**src/rtl/all_eight_bits_set.sv**
```systemverilog
//------------------------------------------------------------------------------
// Module      : all_eight_bits_set
// Description : Registered all-set / any-set / popcount qualifier for a vector,
//               with a one-cycle pulse on the rising edge of the all-set flag.
// Revision    : 1.0 - initial release
//------------------------------------------------------------------------------
`default_nettype none

module all_eight_bits_set #(
    parameter int WIDTH = 8,
    parameter int CNT_W = 4
) (
    input  logic             clk,
    input  logic             rst_n,
    input  logic [WIDTH-1:0] in,
    output logic             all_set,
    output logic             any_set,
    output logic [CNT_W-1:0] set_count,
    output logic             all_set_rise
);

    logic             all_set_d,      all_set_q;
    logic             any_set_d,      any_set_q;
    logic [CNT_W-1:0] set_count_d,    set_count_q;
    logic             all_set_rise_d, all_set_rise_q;

    always_comb begin
        all_set_d   = &in;
        any_set_d   = |in;
        set_count_d = '0;
        for (int i = 0; i < WIDTH; i++) begin
            set_count_d = set_count_d + CNT_W'(in[i]);
        end
        // Compare against the registered flag so a held all-ones input pulses once.
        all_set_rise_d = all_set_d & ~all_set_q;
    end

    always_ff @(posedge clk) begin
        if (!rst_n) begin
            all_set_q      <= 1'b0;
            any_set_q      <= 1'b0;
            set_count_q    <= '0;
            all_set_rise_q <= 1'b0;
        end else begin
            all_set_q      <= all_set_d;
            any_set_q      <= any_set_d;
            set_count_q    <= set_count_d;
            all_set_rise_q <= all_set_rise_d;
        end
    end

    assign all_set      = all_set_q;
    assign any_set      = any_set_q;
    assign set_count    = set_count_q;
    assign all_set_rise = all_set_rise_q;

endmodule

`default_nettype wire

```
**config.mk**
```make
export PLATFORM = sky130hd
export DESIGN_NAME = all_eight_bits_set
export DESIGN_NICKNAME = d
export VERILOG_FILES = /design/src/rtl/all_eight_bits_set.sv
export SDC_FILE = /design/constraint.sdc
export NUM_CORES = 1
export LEC_CHECK = 0
export ABC_CLOCK_PERIOD_IN_PS = 3900
export CELL_PAD_IN_SITES_DETAIL_PLACEMENT = 0
export CELL_PAD_IN_SITES_GLOBAL_PLACEMENT = 1
export CORE_ASPECT_RATIO = 1.1
export CORE_MARGIN = 2
export CORE_UTILIZATION = 28
export DETAILED_ROUTE_END_ITERATION = 6
export PLACE_DENSITY = 0.7
export SYNTH_ARGS = -nofsm -noshare
export SYNTH_HDL_FRONTEND = slang
export SYNTH_SLANG_ARGS = --single-unit
```
**constraint.sdc**
```tcl
create_clock -name clk -period 3.9 [get_ports clk]
set_input_delay 1.17 -clock clk [delete_from_list [all_inputs] [get_ports clk]]
set_output_delay 1.17 -clock clk [all_outputs]
set_load 0.02 [all_outputs]
```
# --- Word level (Yosys, flattened, before mapping) ---
# Index checks and enable logic that the tools add are counted.
word_totals:
  reg_bits: 7
  latchBits: 0
  ram_bits: 0
  romBits: 0
  in_bits: 10
  out_inout_bits: 7
  word_cells: 15
  mem_count: 0
classes:
  n_addsub: 7
  n_mul: 0
  n_div: 0
  order_cmp: 0
  n_eq_ne: 0
  shift: 0
  n_mux: 0
  n_bitwise: 2
  n_reduce_logical: 2
ops:
  columns: ["cell", "n"]
  rows:
  - ["$add A4 B1 Y4", 4]
  - ["$reduce_and A8 Y1", 1]
  - ["$reduce_or A8 Y1", 1]
  - ["$add A3 B1 Y4", 1]
  - ["$add A2 B1 Y3", 1]
  - ["$add A1 B1 Y2", 1]
  - ["$and A1 B1 Y1", 1]
  - ["$not A1 Y1", 1]

# --- Longest topological paths before layout ---
# Gate-level depths: netlist of run 1.
depth:
  depth_word: 7
  mapped_depth: 10
  ltp_nobuf: 10

# --- Worst setup path after synthesis of run 1 ---
# No wires, ideal clock.
synth_path:
  path_type: "input port to flip-flop"
  startpoint: "in in[0]"
  endpoint: "reg set_count_q[2] (netlist: set_count[2])"
  setup_time_ns: 0.114
  t_arrival_ns: 3.405
  required_time_ns: 3.786
  setup_slack_ns: 0.380
  cell_stages: 10
  path_buffers: 0
  path_cell_list: "inv_1 fa_1 fa_1 fa_1 inv_1 ha_1 inv_1 fa_1 xor2_1 nor2_1"
synth_via:
  elab_chain_cells: 7
synth_rtl:
  columns: ["item", "line_no", "rtl"]
  rows:
  - ["start: declaration", "15", "input logic [WIDTH-1:0] in,"]
  - ["$add A1 B1 Y2", "32", "set_count_d = set_count_d + CNT_W'(in[i]);"]
  - ["$add A2 B1 Y3", "32", null]
  - ["$add A3 B1 Y4", "32", null]
  - ["$add A4 B1 Y4 (4 in a row)", "32", null]
  - ["end signal: assignment", "47", "set_count_q <= set_count_d;"]
  - ["end: declaration", "24", "logic [CNT_W-1:0] set_count_d, set_count_q;"]
# No other way between the ends.
# A chain may end at the register's enable or synchronous reset.

# --- Worst setup path in the final report of run 1 ---
layout_path:
  startpoint: "in in[3]"
  endpoint: "reg set_count_q[2] (netlist: set_count[2])"
layout_via:
  elab_chain_cells: 5
layout_rtl:
  columns: ["item", "line_no"]
  rows:
  - ["$add A3 B1 Y4", "32"]
  - ["$add A4 B1 Y4 (4 in a row)", "32"]
# No other way between the ends.

==> results of run 1 <==
-- cell families after synthesis --
kind of cell	share of synthesized area
compound gates	0.0338
xor+xnor	0.0215
fa+ha+maj	0.351
buf+inv	0.129
flops	0.345
simple gates	0.120
-- state kept, by name, indices dropped and copies added, names as in the netlist --
name	cells
set_count	4
all_set_rise	1
any_set	1
all_set	1
-- critical path, delay by kind of cell --
kind	cells	cell delay, ns
xor+xnor	1	0.16
buf+inv	4	0.27
fa+ha+maj	5	1.96
simple gates	1	0.06
-- layout make-up --
cell class	instances	area share
multi-input cells	22	0.334
repair buffers	20	0.302
flip-flops and latches	7	0.214
inverters	14	0.0802
clock buffers	4	0.0401
well taps	16	0.0305
-- power groups by stage --
stage	clock, W	sequential [W]	combinational, W
floorplan	0	0.0000974	0.0000386
global placement	0	0.0000846	0.0000898
detailed placement	0	0.0000852	0.0000904
CTS	0.0000657	0.0000838	0.0000912
global route	0.0000684	0.0000841	0.000109
finish	0.0000621	0.0000835	0.0000960
-- per-layer routing --
layer / track usage / up-vias / wire length, um / share of wire
li1: - / 178 / - / -
met1: 0.117 / 154 / 269 / 0.37
met2: 0.162 / 10 / 405 / 0.56
met3: 0 / 2 / 27 / 0.037
met4: 0.140 / 0 / 19 / 0.026
met5: 0 / - / 0 / 0
-- cell usage after synthesis (all sizes together) --
cell | number | area [um^2]
a21oi | 1 | 5.00
a41oi | 1 | 8.76
and2 | 1 | 6.26
dfxtp | 7 | 140
fa | 4 | 80.1
ha | 5 | 62.6
inv | 14 | 52.6
nand2 | 1 | 3.75
nand4 | 2 | 12.5
nor2 | 4 | 15.0
nor3 | 1 | 5.00
nor4 | 1 | 6.26
xor2 | 1 | 8.76
-- per-stage QoR --
| step | TNS (ns) | hold WS [ns] | utilization |
|---|---|---|---|
| floorplan | 0 | 0.548 | - |
| global placement | -0.348 | 0.409 | 0.446 |
| detailed placement | -0.371 | 0.427 | 0.446 |
| CTS | 0 | 0.434 | 0.465 |
| global route | 0 | 0.445 | 0.480 |
| finish | 0 | 0.429 | 0.480 |
-- timing repair --
item | 4_1_cts | 5_1_grt
setup buffers | 0 | 1
resized for setup | 0 | 8
setup endpoints to repair | 0 | 1
-- worst min-delay path by stage --
stage                     startpoint            to
after floorplan              all_set  all_set_rise
after global placement       all_set  all_set_rise
after detailed placement     all_set  all_set_rise
after CTS                    all_set  all_set_rise
after global routing         all_set  all_set_rise
final                        all_set  all_set_rise
==> impl_metrics.sql, run 1 <==
INSERT INTO impl_metrics (metric_group, metric, value, unit) VALUES
('outcome', 'outcome', 'completed', ''),
('clock_tree', 'clock_latency_of_the_later_clocked_register_in_the_worst_skew_pair', '0.24', 'ns'),
('cells_and_area', 'fillers', '145', ''),
('pwr', 'total_switching_power', '0.0000713', 'W'),
('die', 'die_area', '1770', 'um^2'),
('setup_path', 'worst-path-max-fanout', '2', ''),
('cells_and_area', 'finish.cell_count_without_fillers', '83', ''),
('timing', 'setup_repair_after_global_routing_missed_its_margin', 'false', ''),
('die', 'die_y', '44.0', 'um'),
('setup_path', 'worst_setup_path_start_kind', 'input port', ''),
('synth', 'postSynthNetCount', '62', ''),
('cells_and_area', 'insertedDiodeCount', '0', ''),
('die', 'io-pin-count', '17', ''),
('timing', 'final_hold_viol_count', '0', ''),
('die', 'initial_core_utilization', '0.298', ''),
('placed_design', 'place_congestion', '0.735', ''),
('cells_and_area', 'multiInputGateArea', '219', 'um^2'),
('global_routing', 'antenna_violations_before_repair', '0', ''),
('setup_path', 'count_of_cells_along_the_worst_register_to_register_path', '1', ''),
('timing', 'layout_setup_ws', '0.416', 'ns'),
('synth', 'yosysUniqueCellTypes', '13', ''),
('global_routing', 'pin_count_of_the_biggest_net_entering_global_routing', '5', ''),
('setup_path', 'reg2reg_setup_slack', '3.36', 'ns'),
('setup_path', 'worst_setup_path_end_kind', 'register', ''),
('clock_tree', 'sinks_on_the_clock_net', '7', ''),
('pwr', 'power.combinational.fraction', '0.397', ''),
('drt', 'route.final.wire_length', '721', 'um'),
('drt', 'vias', '344', ''),
('placed_design', 'preCtsSetupSlack', '-0.215', 'ns'),
('cells_and_area', 'share_of_cells_above_drive_strength_1', '0.179', ''),
('cells_and_area', 'mostFrequentLayoutCell', 'clkdlybuf4s50_1', ''),
('timing', 'max_slew_margin', '0.846', ''),
('timing', 'finalCriticalPeriod', '3.48', 'ns'),
('timing', 'setup-violations-final', '0', ''),
('drt', 'drtPass1Iterations', '4', ''),
('global_routing', 'grt_pass1_vias', '333', ''),
('setup_path', 'timing.critical_path.mode_cell', 'fa_1', ''),
('timing', 'post-route-period-util', '0.893', ''),
('cells_and_area', 'seqCellArea', '140', 'um^2'),
('clock_tree', 'root_buffer', 'clkbuf_4', ''),
('pwr', 'power.internal', '0.000170', 'W'),
('worst_hold_path', 'hold_path_depth', '1', ''),
('drt', 'post_drt_via_cell_ratio', '4.14', ''),
('placed_design', 'placed_cell_count', '78', ''),
('pwr', 'switching_share', '0.295', ''),
('cells_and_area', 'syn_to_final_growth', '61.2', '%'),
('drt', 'drc', '0', ''),
('setup_path', 'regToRegEndpoint', 'all_set_rise', ''),
('timing', 'worst-slew-pin-transition', '0.229', 'ns'),
('synth', 'syn_area_per_cell', '9.46', 'um^2'),
('timing', 'final.setup_skew', '0.0000262', 'ns'),
('synth', 'synthesis.instances', '43', ''),
('drt', 'antenna_left', '0', ''),
('job', 'max_cap_viol_count', '0', ''),
('timing', 'slew_viol_final', '0', ''),
('setup_path', 'crit_path_top_delay_cell', 'fa_1', ''),
('cells_and_area', 'final_cell_area', '656', 'um^2'),
('setup_path', 'r2r_start', 'all_set', ''),
('die', 'fp.coreArea', '1370', 'um^2'),
('pwr', 'reg_power_frac', '0.346', ''),
('cells_and_area', 'layout.cells.most_common_list', '13 x clkdlybuf4s50_1, 11 x inv_1, 7 x dfxtp_1', ''),
('setup_path', 'cp_cell_sequence', 'dlymetal6s2s_1 -> inv_2 -> fa_1 -> fa_1 -> fa_1 -> inv_1 -> ha_2 -> inv_1 -> fa_2 -> xor2_1 -> nor2_1', ''),
('pwr', 'power_density', '369', 'nW/um^2'),
('setup_path', 'timing_worst_setup_path_type', 'in -> reg', ''),
('worst_hold_path', 'hold_path.class', 'reg -> reg', ''),
('pwr', 'clock_power_frac', '0.257', ''),
('placed_design', 'portBuffers', '16', ''),
('pwr', 'static-leakage-power', '0.332', 'nW'),
('pwr', 'vdd_ir_drop_max', '106', 'uV'),
('clock_tree', 'max-clock-path-buffers', '2', ''),
('synth', 'synth-seq-cells', '7', '');
Power figures use the tool's default switching activity.
==> run 2: changes to the inputs <==
==> config.mk (replaced) <==
export PLATFORM = sky130hd
export DESIGN_NAME = all_eight_bits_set
export DESIGN_NICKNAME = d
export VERILOG_FILES = /design/src/rtl/all_eight_bits_set.sv
export SDC_FILE = /design/constraint.sdc
export NUM_CORES = 1
export LEC_CHECK = 0
export ABC_CLOCK_PERIOD_IN_PS = 3900
export CORE_MARGIN = 2
export CORE_UTILIZATION = 30
export DETAILED_ROUTE_END_ITERATION = 6
export PLACE_DENSITY = 0.57
export SYNTH_ARGS = -nofsm -noshare
export SYNTH_HDL_FRONTEND = slang
export SYNTH_SLANG_ARGS = --single-unit
==> impl_metrics.sql, run 2 (synthesis gave the netlist of run 1 again) <==
INSERT INTO impl_metrics (metric_group, metric, value, unit) VALUES
('outcome', 'outcome', 'completed', ''),
('clock_tree', 'tritoncts', 'done', ''),
('setup_path', 'worst-path-max-fanout', '2', ''),
('drt', 'post_drt_via_cell_ratio', '4.16', ''),
('clock_tree', 'root_buffer', 'clkbuf_4', ''),
('cells_and_area', 'insertedDiodeCount', '0', ''),
('timing', 'setup_repair_after_global_routing_missed_its_margin', 'false', ''),
('drt', 'drc', '0', ''),
('placed_design', 'portBuffers', '16', ''),
('global_routing', 'grt-ovfl-total', '0', ''),
('cells_and_area', 'seqCellArea', '140', 'um^2'),
('global_routing', 'grt_pass1_vias', '290', ''),
('cells_and_area', 'layout.cells.most_common_list', '13 x inv_1, 13 x clkdlybuf4s50_1, 7 x dfxtp_1', ''),
('setup_path', 'worst_setup_path_start_kind', 'input port', ''),
('placed_design', 'place_area', '616', 'um^2'),
('timing', 'setup_total_negative_slack', '0', 'ns'),
('die', 'fp-row-count', '13', ''),
('clock_tree', 'hold_fix_buffers_cts', '0', ''),
('pwr', 'clock_power_frac', '0.256', ''),
('job', 'max_cap_viol_count', '0', ''),
('clock_tree', 'max-clock-path-buffers', '2', ''),
('worst_hold_path', 'hold_path.class', 'reg -> reg', ''),
('clock_tree', 'cts.clk_slew.worst_paths', '0.05', 'ns'),
('global_routing', 'grt_util_all_layers', '0.0970', ''),
('timing', 'max_slew_margin', '0.831', ''),
('die', 'io-pin-count', '17', ''),
('drt', 'drtPass1Iterations', '2', ''),
('pwr', 'reg_power_frac', '0.343', ''),
('drt', 'vias', '345', ''),
('cells_and_area', 'fillers', '128', ''),
('timing', 'finalCriticalPeriod', '3.49', 'ns'),
('die', 'die_y', '40.8', 'um'),
('setup_path', 'worst_path_largest_cell_delay', '0.53', 'ns'),
('setup_path', 'crit_path_top_delay_cell', 'fa_1', ''),
('setup_path', 'crit_required', '4.04', 'ns'),
('global_routing', 'antenna_violations_before_repair', '0', ''),
('drt', 'routed-wl-met2', '364', 'um'),
('cells_and_area', 'nNetsFinal', '88', ''),
('worst_hold_path', 'hp-start', 'all_set', ''),
('setup_path', 'worst_ep_arrival_time', '3.63', 'ns'),
('setup_path', 'crit_path_start', 'in[3]', ''),
('die', 'fp.coreArea', '1280', 'um^2'),
('drt', 'routed-wl-met3', '51', 'um'),
('setup_path', 'cp_cell_sequence', 'dlymetal6s2s_1 -> inv_1 -> fa_1 -> fa_1 -> fa_1 -> inv_1 -> ha_2 -> inv_1 -> fa_2 -> nor2_1', ''),
('placed_design', 'place.detailed.hpwl', '615', 'um'),
('die', 'initial_core_utilization', '0.316', ''),
('global_routing', 'grt_pass1_wl', '1030', 'um'),
('setup_path', 'r2r_start', 'all_set', ''),
('clock_tree', 'clock_latency_of_the_later_clocked_register_in_the_worst_skew_pair', '0.24', 'ns'),
('timing', 'finalHoldWorstSlack', '0.418', 'ns'),
('pwr', 'power.internal', '0.000171', 'W'),
('drt', 'post_drt_wl_per_cell', '9.07', 'um'),
('setup_path', 'timing_worst_setup_path_type', 'in -> reg', ''),
('timing', 'final.setup_skew', '0.0000445', 'ns'),
('cells_and_area', 'final_cell_area', '662', 'um^2'),
('timing', 'post-route-period-util', '0.895', ''),
('cells_and_area', 'syn_to_final_growth', '62.8', '%'),
('drt', 'route.final.wire_length', '753', 'um'),
('pwr', 'power_density', '367', 'nW/um^2'),
('setup_path', 'worst_setup_path_end_kind', 'register', ''),
('global_routing', 'pin_count_of_the_biggest_net_entering_global_routing', '5', ''),
('timing', 'slew_viol_final', '0', ''),
('cells_and_area', 'share_of_cells_above_drive_strength_1', '0.162', ''),
('cells_and_area', 'multiInputGateArea', '219', 'um^2'),
('timing', 'worst-slew-pin-transition', '0.252', 'ns'),
('cells_and_area', 'largest_reg_flops', '4', ''),
('clock_tree', 'cts_buffers', '3', ''),
('die', 'die_x', '40.8', 'um'),
('timing', 'setup-violations-final', '0', ''),
('pwr', 'static-leakage-power', '0.340', 'nW'),
('drt', 'highest_layer', 'met3', ''),
('die', 'die_area', '1670', 'um^2'),
('placed_design', 'place_congestion', '0.693', ''),
('timing', 'final_hold_viol_count', '0', ''),
('drt', 'antenna_left', '0', ''),
('clock_tree', 'sinks_on_the_clock_net', '7', ''),
('drt', 'met1_length', '337', 'um'),
('timing', 'achievable-frequency', '286', 'MHz'),
('drt', 'first_iter_violations', '6', ''),
('pwr', 'total_switching_power', '0.0000721', 'W'),
('clock_tree', 'htree_num_levels', '1', ''),
('pwr', 'switching_share', '0.297', ''),
('pwr', 'power.combinational.fraction', '0.400', ''),
('pwr', 'vdd_ir_drop_max', '138', 'uV');
-- run 2: cell types whose count changed in the layout (fill, tap and decap cells not counted) --
cell   before  now
inv_2       3    1
buf_4       4    5
inv_1      11   13
-- run 2: stage by stage --
step / worst slack (ns) / std cells / total power, W / utilization
after detailed placement: -0.224 / 78 / 0.000176 / 0.479
final: 0.409 / 83 / 0.000243 / 0.515
after global placement: -0.192 / 78 / 0.000175 / 0.479
after floorplan: 0.380 / 43 / 0.000136 / -
after global routing: 0.315 / 83 / 0.000267 / 0.515
after CTS: 0.0263 / 82 / 0.000242 / 0.500
-- run 2: final cells by class --
class	instances	share of cell area
multi-input combinational	22	0.331
clock buffer	4	0.0397
tap	15	0.0284
timing repair buffer	21	0.310
inverter	14	0.0794
sequential	7	0.212
-- run 2: routing by layer --
metal,vias to the layer above,GRT usage
li1,180,-
met1,154,0.116
met2,11,0.152
met3,0,0.0163
met4,0,0.0750
met5,-,0
-- run 2: path summary, 6_finish.rpt --
check / slack [ns] / cells past startpoint / to
max: 0.41 / 10 / set_count[1]
min: 0.42 / 1 / all_set_rise
max reg2reg: 3.36 / 1 / all_set_rise
min reg2reg: 0.42 / 1 / all_set_rise
-- run 2: repair_timing --
item                                   CTS  global route
endpoints found under the hold margin    0             0
setup buffers                            0             1
resized for setup                        0             6
setup endpoints to repair                0             2
-- run 2: worst max-delay path: cells and delay by family --
family / cells / cell delay (ns)
fa+ha+maj: 5 / 2.12
simple gates: 1 / 0.04
buf+inv: 4 / 0.28
-- run 2: power groups by stage --
stage	sequential, W	clock, W	combinational, W
floorplan	0.0000974	0	0.0000386
global placement	0.0000845	0	0.0000902
detailed placement	0.0000852	0	0.0000906
CTS	0.0000837	0.0000662	0.0000916
global route	0.0000846	0.0000716	0.000110
finish	0.0000834	0.0000623	0.0000973
==> run 3: changes to the inputs <==
--- a/config.mk
+++ b/config.mk
@@ -9,7 +9,9 @@
 export CORE_MARGIN = 2
 export CORE_UTILIZATION = 30
 export DETAILED_ROUTE_END_ITERATION = 6
+export MAX_ROUTING_LAYER = met4
 export PLACE_DENSITY = 0.57
+export SLEW_MARGIN = 0
 export SYNTH_ARGS = -nofsm -noshare
 export SYNTH_HDL_FRONTEND = slang
 export SYNTH_SLANG_ARGS = --single-unit
==> results of run 3 <==
Same layout as run 2: the final DEF is identical, and so are final timing and power.
Main changes from that run: final weighted congestion in routability-driven placement 0.693 -> 0.700; overall routing resource usage 0.0970 -> 0.0997
